--- src/rtl/dec_scan_n.sv ---
// dec_scan_n: registered N-to-2^N decoder with active-low enable.
// Direct mode decodes sel one cycle later. Scan mode walks every output
// in turn, holding each for DWELL cycles with an optional BLANK gap.
// All outputs come straight from flops, so data is glitch-free and one-hot
// (or one-cold) by construction.
module dec_scan_n #(
  parameter int SEL_W      = 2,
  parameter int OUT_W      = 2**SEL_W,
  parameter int ACTIVE_LOW = 1,
  parameter int DWELL      = 4,
  parameter int BLANK      = 0
) (
  input  logic             clk,
  input  logic             rst_n,
  input  logic             en_n,
  input  logic             mode,
  input  logic [SEL_W-1:0] sel,
  output logic [OUT_W-1:0] data,
  output logic [SEL_W-1:0] idx,
  output logic             wrap
);

  // Phase counter must reach max(DWELL, BLANK) - 1.
  localparam int MAXC  = (DWELL > BLANK) ? DWELL : BLANK;
  localparam int CNT_W = (MAXC > 1) ? $clog2(MAXC) : 1;

  localparam logic [CNT_W-1:0] DWELL_LAST = CNT_W'(DWELL - 1);
  localparam logic [CNT_W-1:0] BLANK_LAST = CNT_W'((BLANK > 0) ? BLANK - 1 : 0);
  localparam logic [SEL_W-1:0] IDX_LAST   = SEL_W'(OUT_W - 1);

  localparam logic [OUT_W-1:0] INACTIVE =
    (ACTIVE_LOW != 0) ? {OUT_W{1'b1}} : {OUT_W{1'b0}};

  // State is kept as a named enum so checkers can bind to dec_scan_n.state_q.
  typedef enum logic [1:0] {
    IDLE       = 2'd0,
    DIRECT     = 2'd1,
    SCAN_ON    = 2'd2,
    SCAN_BLANK = 2'd3
  } state_t;

  state_t           state_q, state_d;
  logic [CNT_W-1:0] cnt_q, cnt_d;
  logic [OUT_W-1:0] data_d;
  logic [SEL_W-1:0] idx_d;
  logic             wrap_d;
  logic [SEL_W-1:0] idx_next;

  // Single asserted output at position i, in the configured polarity.
  function automatic logic [OUT_W-1:0] drive(input logic [SEL_W-1:0] i);
    logic [OUT_W-1:0] oh;
    oh    = '0;
    oh[i] = 1'b1;
    return (ACTIVE_LOW != 0) ? ~oh : oh;
  endfunction

  // Round-robin successor; SEL_W-bit arithmetic wraps at OUT_W.
  assign idx_next = idx + SEL_W'(1);

  // State, counter and output registers; reset forces everything inactive.
  always_ff @(posedge clk or negedge rst_n) begin
    if (!rst_n) begin
      state_q <= IDLE;
      cnt_q   <= '0;
      data    <= INACTIVE;
      idx     <= '0;
      wrap    <= 1'b0;
    end else begin
      state_q <= state_d;
      cnt_q   <= cnt_d;
      data    <= data_d;
      idx     <= idx_d;
      wrap    <= wrap_d;
    end
  end

  // Next state: enable beats mode; scan phases advance on their last count.
  always_comb begin
    state_d = state_q;
    if (en_n) begin
      state_d = IDLE;
    end else if (!mode) begin
      state_d = DIRECT;
    end else begin
      case (state_q)
        IDLE, DIRECT: state_d = SCAN_ON;
        SCAN_ON: begin
          if (cnt_q == DWELL_LAST) state_d = (BLANK > 0) ? SCAN_BLANK : SCAN_ON;
        end
        SCAN_BLANK: begin
          if (cnt_q == BLANK_LAST) state_d = SCAN_ON;
        end
        default: state_d = IDLE;
      endcase
    end
  end

  // Next registered outputs, derived from the transition being taken.
  always_comb begin
    data_d = INACTIVE;
    idx_d  = '0;
    wrap_d = 1'b0;
    cnt_d  = '0;
    case (state_d)
      DIRECT: begin
        data_d = drive(sel);
        idx_d  = sel;
      end
      SCAN_ON: begin
        if (state_q == SCAN_ON && cnt_q != DWELL_LAST) begin
          // Still dwelling on the current output.
          data_d = drive(idx);
          idx_d  = idx;
          cnt_d  = cnt_q + CNT_W'(1);
        end else if (state_q == SCAN_ON || state_q == SCAN_BLANK) begin
          // Moving on to the next output; flag the frame restart.
          data_d = drive(idx_next);
          idx_d  = idx_next;
          wrap_d = (idx == IDX_LAST);
        end else begin
          // Fresh scan entry from IDLE or DIRECT: start at 0, no wrap.
          data_d = drive('0);
        end
      end
      SCAN_BLANK: begin
        idx_d = idx;
        if (state_q == SCAN_BLANK) cnt_d = cnt_q + CNT_W'(1);
      end
      default: begin
        data_d = INACTIVE;
      end
    endcase
  end

endmodule

--- config.mk ---
export PLATFORM = sky130hd
export DESIGN_NAME = dec_scan_n
export DESIGN_NICKNAME = d
export VERILOG_FILES = /design/src/rtl/dec_scan_n.sv
export SDC_FILE = /design/constraint.sdc
export NUM_CORES = 1
export LEC_CHECK = 0
export CAP_MARGIN = 20
export CELL_PAD_IN_SITES_DETAIL_PLACEMENT = 0
export CELL_PAD_IN_SITES_GLOBAL_PLACEMENT = 1
export CORE_UTILIZATION = 35
export CTS_CLUSTER_DIAMETER = 100
export DETAILED_ROUTE_END_ITERATION = 7
export PLACE_DENSITY = 0.72
export SYNTH_ARGS = -nofsm -noshare
export SYNTH_HDL_FRONTEND = slang
export SYNTH_SLANG_ARGS = --single-unit
export TNS_END_PERCENT = 1
--- constraint.sdc ---
create_clock -name clk -period 1.9 [get_ports clk]
set_input_delay 0.19 -clock clk [delete_from_list [all_inputs] [get_ports clk]]
set_output_delay 0.19 -clock clk [all_outputs]
set_load 0.02 [all_outputs]
==> results of run 1 <==
## per-stage QoR
stage,instances,total power (uW)
4_1_cts,102,526
6_report,102,521
3_5_place_dp,98,373
2_1_floorplan,59,321
5_1_grt,102,552
3_3_place_gp,98,373
## layout make-up
class,count,area [um2]
repair buffers,16,150
inverters,6,22.5
well taps,25,31.3
clock buffers,4,26.3
fillers,172,882
multi-input cells,40,372
flip-flops and latches,11,280
## registers in the layout, indices dropped and copies added (netlist names)
name,count
cnt_q,2
data,4
idx,2
state_q,2
wrap,1
## worst reg2reg max path: cells and delay by family (launching register included)
kind | cells | cell delay, ps
buf+inv | 1 | 50
compound gates | 2 | 390
fa+ha+maj | 2 | 440
simple gates | 1 | 160
mux | 1 | 360
flops | 1 | 350
## cell families (layout without fill, tap and decap cells)
family,after synthesis,count (layout),synth area share
AOI/OAI and AO/OA,16,16,0.196
adders and majority gates,9,9,0.168
buffers and inverters,8,26,0.0465
DFF,11,11,0.417
muxes,3,3,0.0484
and+or+nand+nor,12,12,0.125
## layer usage
metal,vias up,share of wire,GRT usage
met5,-,0,0
met4,0,0,0.0176
met3,0,0.061,0.0635
met2,14,0.51,0.229
met1,245,0.43,0.164
li1,253,-,-
## where the power goes
part | internal [uW] | switching (uW) | total, uW
sequential | 253 | 5.06 | 259
clock | 81.1 | 69.0 | 150
combinational | 54.7 | 57.3 | 112
total | 389 | 131 | 521
## path summary, 6_finish.rpt
kind | from | to | slack (ps) | cells past startpoint
hold / removal | rst_n | cnt_q[1] | 250 | 1
setup / recovery | cnt_q[0] | idx[0] | 50 | 7
hold reg to reg | cnt_q[0] | cnt_q[0] | 540 | 2
max in group asynchronous | rst_n | data[3] | 1310 | 1
min in group clk | cnt_q[0] | cnt_q[0] | 540 | 2
setup reg to reg | cnt_q[0] | idx[0] | 50 | 7
## layout by cell type (no fill, tap or decap)
master,n
a21oi_1,1
dfrtp_1,7
a22oi_2,1
a21o_1,1
ha_1,9
o211a_1,3
clkbuf_1,1
inv_1,6
mux2_2,2
clkdlybuf4s50_1,12
nor3b_1,1
a31oi_2,1
and3b_1,1
a311o_1,1
nand3b_1,2
a32oi_1,1
a31oi_1,3
nor2_4,1
clkbuf_4,3
nand2_1,2
mux2i_1,1
o21a_1,1
dfstp_2,4
nand2b_1,3
a221o_1,3
nor2_1,1
and4b_2,1
buf_4,4
==> impl_metrics.py, run 1 <==
metrics = {
    "routing": {
        "remaining_drc_errors": 0,
        "first_pass_iteration_count_of_the_detailed_router": 4,
        "viasPerCell": 5.02,
        "avgRoutedWirePerCell_um": 12.0,
        "drtIter0Drc": 11,
        "totalWireLength_mm": 1.22,
        "number_of_nets_with_antenna_violations_after_routing": 0,
        "vias": 512,
    },
    "logic_synthesis": {
        "seq_area_frac_synth": 0.417,
        "yosys_most_used_dff": "dfrtp_1",
        "synth-edff-count": 0,
        "synth_area_per_cell_um2": 11.4,
        "syn-num-nets": 74,
        "mappedNetlistArea_um2": 672,
        "synth_most_common_cell": "ha_1",
        "synth.yosys.warnings": 0,
        "synth_cell_type_count": 25,
        "synthesis.instances": 59,
        "ys_ff_latch": 11,
        "post-synth-top-area-fraction": 0.261,
        "synth.largest_area_cell": "dfrtp_1",
        "postSynth.asyncResetShare": 1.00,
        "netlist_top_cells_area": "dfrtp_1 26%, ha_1 17%, dfstp_2 16%",
        "synth_top_cells_by_count": "9 x ha_1, 7 x dfrtp_1, 6 x inv_1, 4 x a31oi_1, 4 x dfstp_2",
    },
    "clock_tree": {
        "worst_setup_hold_path_clk_slew_ps": 60,
        "clock_tree.htree_level_count": 1,
        "cts.path.max_buffers": 2,
        "tritoncts.num_buffers": 3,
        "cts_tree": "built",
        "ctsRootBufferMaster": "clkbuf_4",
        "clk_latency_ps": 260,
        "clock_sink_count": 11,
        "post-cts-setup-buffers": 0,
        "postCtsHoldBufs": 0,
        "ctsResizeCount": 0,
    },
    "timing": {
        "grt_setup_unrepaired": "yes",
        "setup_viol": 0,
        "finalWorstPathRequiredPeriod_ps": 1850,
        "final_total_negative_setup_slack_ps": 0,
        "timing.final.crit_share": 0.973,
        "finalClockSkew_ps": 2.58,
        "layout_setup_ws_ps": 51.5,
        "timing.final.hold_violations": 0,
        "worstMarginPinSlew_ps": 469,
        "fin_worst_hold_slack_ps": 250,
        "max_slew_violation_count": 0,
        "fmax_mhz": 541,
        "worst_slew_margin_rel": 0.686,
    },
    "setup_path": {
        "critical_path.endpoint_type": "flop",
        "cp_top_family": "adder cells",
        "critical_path_cell_sequence": "inv_1, ha_1, nand3b_1, a21o_1, ha_1, a31oi_2, mux2_2",
        "crit_path_max_incr_delay_ps": 360,
        "crit_path_start_kind": "flop",
        "critPathRequiredTime_ps": 2050,
        "worstPathArrival_ps": 2000,
        "crit_top_cell": "ha_1",
        "worstSetupPathType": "flop to flop",
        "critPathMaxFanout": 4,
        "cpMaxStageDelayCell": "mux2_2",
        "path_buf_inv": 1,
    },
    "die": {
        "die_extent_in_x_um": 45.8,
        "die_height_um": 45.8,
        "die_area_um2": 2100,
        "boundaryPins": 13,
        "floorplan.initialDensity": 0.381,
        "rows": 15,
        "core_region_area_um2": 1760,
    },
    "global_routing": {
        "grt_antenna_before_repair": 0,
        "first_pass_grt_wire_length_mm": 1.97,
        "vias_in_the_first_global_route": 455,
        "overflow": 0,
        "largest_net_degree_at_the_start_of_global_routing": 14,
        "track_usage": 0.137,
    },
    "place": {
        "placement_stage_worst_setup_slack_ps": 22.2,
        "place.port_buffers": 12,
        "placement.cell_area_um2": 845,
        "detailed_place_hpwl_um": 981,
        "finalWeightedCongestion": 0.779,
    },
    "cells_and_area": {
        "diodes": 0,
        "nNetsFinal": 93,
        "post-route-util": 0.500,
        "area_growth_syn_to_layout_pct": 31.3,
        "drive_above_1_share": 0.221,
        "design_area_um2": 882,
    },
    "power": {
        "power.ir.vdd_worst_uv": 444,
        "leakage_uw": 0.000433,
        "power.density_cell_area_nw_per_um2": 590,
    },
    "run": {
        "max_cap_viol_count": 0,
    },
    "status": {
        "status": "completed",
    },
    "min_path": {
        "worst_hold_path_type": "input pin to async pin",
    },
}
No activity file was read; power rests on OpenSTA's default activity.
==> run 2, diff against run 1 <==
ABC_AREA = 0   (was default)
SETUP_SLACK_MARGIN = 0.2   (was default)
==> run 2 against run 1 <==
Die area unchanged. Final cell count increased by 2.0%. Global-route usage increased by 2.6 points. First-iteration DRC count decreased by 55%. Clock skew decreased by 1.6 ps. Combinational power increased by 9.8%. Routed wire length increased by 7.9%. Critical endpoint unchanged. Largest power group unchanged.
==> impl_metrics.py, run 2 (synthesis gave the netlist of run 1 again) <==
metrics = {
    "cells_and_area": {
        "area_of_all_sequential_standard_cells_um2": 280,
        "regMostFlops": "data",
        "mostFrequentLayoutCells": "12 x clkdlybuf4s50_1, 7 x dfrtp_1, 6 x buf_4, 5 x inv_1, 5 x ha_1",
        "area_growth_syn_to_layout_pct": 41.2,
        "diodes": 0,
        "mostFrequentLayoutCell": "clkdlybuf4s50_1",
        "num-fill-cells": 171,
        "nNetsFinal": 95,
        "finish.cell_count_without_fillers": 104,
        "drive_above_1_share": 0.291,
        "number_of_flip_flops_under_the_largest_register_name": 4,
        "multi_input_comb_area_um2": 423,
    },
    "routing": {
        "vias": 534,
        "drtIter0Drc": 5,
        "number_of_nets_with_antenna_violations_after_routing": 0,
        "avgRoutedWirePerCell_um": 12.7,
        "viasPerCell": 5.13,
        "remaining_drc_errors": 0,
        "first_pass_iteration_count_of_the_detailed_router": 4,
        "totalWireLength_mm": 1.32,
    },
    "clock_tree": {
        "ctsRootBufferMaster": "clkbuf_4",
        "clock_sink_count": 11,
        "cts_tree": "built",
        "clk_latency_ps": 270,
        "tritoncts.num_buffers": 3,
        "cts.path.max_buffers": 2,
        "clock_tree.htree_level_count": 1,
        "worst_setup_hold_path_clk_slew_ps": 70,
        "postCtsHoldBufs": 0,
    },
    "setup_path": {
        "cpMaxStageDelayCell": "dfrtp_1",
        "cp_top_family": "flip-flops",
        "crit_path_start_kind": "flop",
        "critPathRequiredTime_ps": 2060,
        "critical_path.endpoint_type": "flop",
        "critical_path_cell_sequence": "inv_1, ha_2, nand3b_1, a21o_1, inv_2, ha_4, a31oi_4, mux2_4",
        "path_buf_inv": 2,
        "worstSetupPathType": "flop to flop",
        "critPathMaxFanout": 3,
        "worstPathArrival_ps": 1910,
        "crit_path_max_incr_delay_ps": 390,
    },
    "power": {
        "power.ir.vdd_worst_uv": 285,
        "leakage_uw": 0.000448,
        "power.density_cell_area_nw_per_um2": 571,
        "power_uw": 542,
    },
    "timing": {
        "timing.final.crit_share": 0.925,
        "fmax_mhz": 569,
        "worst_slew_margin_rel": 0.663,
        "finalWorstPathRequiredPeriod_ps": 1760,
        "setup_viol": 0,
        "finalClockSkew_ps": 0.979,
        "worstMarginPinSlew_ps": 504,
        "max_slew_violation_count": 0,
        "final_total_negative_setup_slack_ps": 0,
        "grt_setup_unrepaired": "yes",
        "timing.final.hold_violations": 0,
    },
    "place": {
        "detailed_place_hpwl_um": 962,
        "place.port_buffers": 12,
        "finalWeightedCongestion": 0.706,
        "numPlacedInstances": 95,
    },
    "die": {
        "boundaryPins": 13,
        "die_extent_in_x_um": 45.8,
        "core_region_area_um2": 1760,
        "die_height_um": 45.8,
        "floorplan.initialDensity": 0.381,
        "die_area_um2": 2100,
        "rows": 15,
    },
    "global_routing": {
        "largest_net_degree_at_the_start_of_global_routing": 14,
        "first_pass_grt_wire_length_mm": 2.31,
        "track_usage": 0.162,
        "grt_antenna_before_repair": 0,
        "vias_in_the_first_global_route": 521,
        "overflow": 0,
    },
    "min_path": {
        "worst_hold_path_type": "input pin to async pin",
    },
    "run": {
        "max_cap_viol_count": 0,
    },
    "status": {
        "status": "completed",
    },
}
run 2: cell types whose count changed in the layout (fill, tap and decap cells not counted), moves of 2 or more:
cell and change:
buf_4 +2, ha_1 -4, ha_4 +3, mux2_2 -2, mux2_4 +2
run 2: per-layer routing:
metal / routed length [um] / track usage / part of all wire
met5: 0 / 0 / 0
met4: 44 / 0.106 / 0.033
met3: 47 / 0.0476 / 0.036
met2: 591 / 0.240 / 0.45
met1: 633 / 0.204 / 0.48
run 2: worst register-to-register path, delay by kind of cell, from the launching register on:
family / cells / cell delay, ps
AO/OA/AOI/OAI: 2 / 360
adder cells (fa/ha/maj): 2 / 320
buffers and inverters: 2 / 160
flip-flops: 1 / 390
multiplexers: 1 / 310
AND/OR/NAND/NOR: 1 / 100
run 2: final timing paths:
kind                            cells past startpoint       end      from  slack (ps)
worst max-delay path                                8    idx[0]  cnt_q[1]         140
worst min-delay path                                1      wrap     rst_n         260
worst max register to register                      8    idx[0]  cnt_q[1]         140
worst min register to register                      2  cnt_q[0]  cnt_q[0]         530
max in group asynchronous                           1   data[2]     rst_n        1290
min in group clk                                    2  cnt_q[0]  cnt_q[0]         530
run 2: what timing repair did:
action	CTS	global route
setup endpoints to repair	4	8
buffers inserted	5	0
pin swaps	4	2
endpoints found under the hold margin	0	0
resized for setup	6	0
run 2: layout make-up:
class                      count  share of cell area
tap                           25              0.0330
timing repair buffer          18               0.174
multi-input combinational     40               0.446
sequential                    11               0.296
inverter                       6              0.0237
clock buffer                   4              0.0277
run 2: metrics by stage:
step | worst slack, ps | instance area [um2] | hold slack, ps | util
finish | 142 | 948 | 258 | 0.538
global route | 60.9 | 948 | 298 | 0.538
CTS | 131 | 948 | 277 | 0.538
detailed placement | 88.6 | 850 | 467 | 0.482
global placement | 106 | 850 | 451 | 0.482
floorplan | 148 | 712 | -106 | -
run 2: report_power, final:
group,internal [uW],leakage [uW],switching [uW],total (uW)
registers,253,0.000137,7.06,260
logic,62.7,0.000296,60.0,123
clock network,81.3,0.0000150,77.5,159
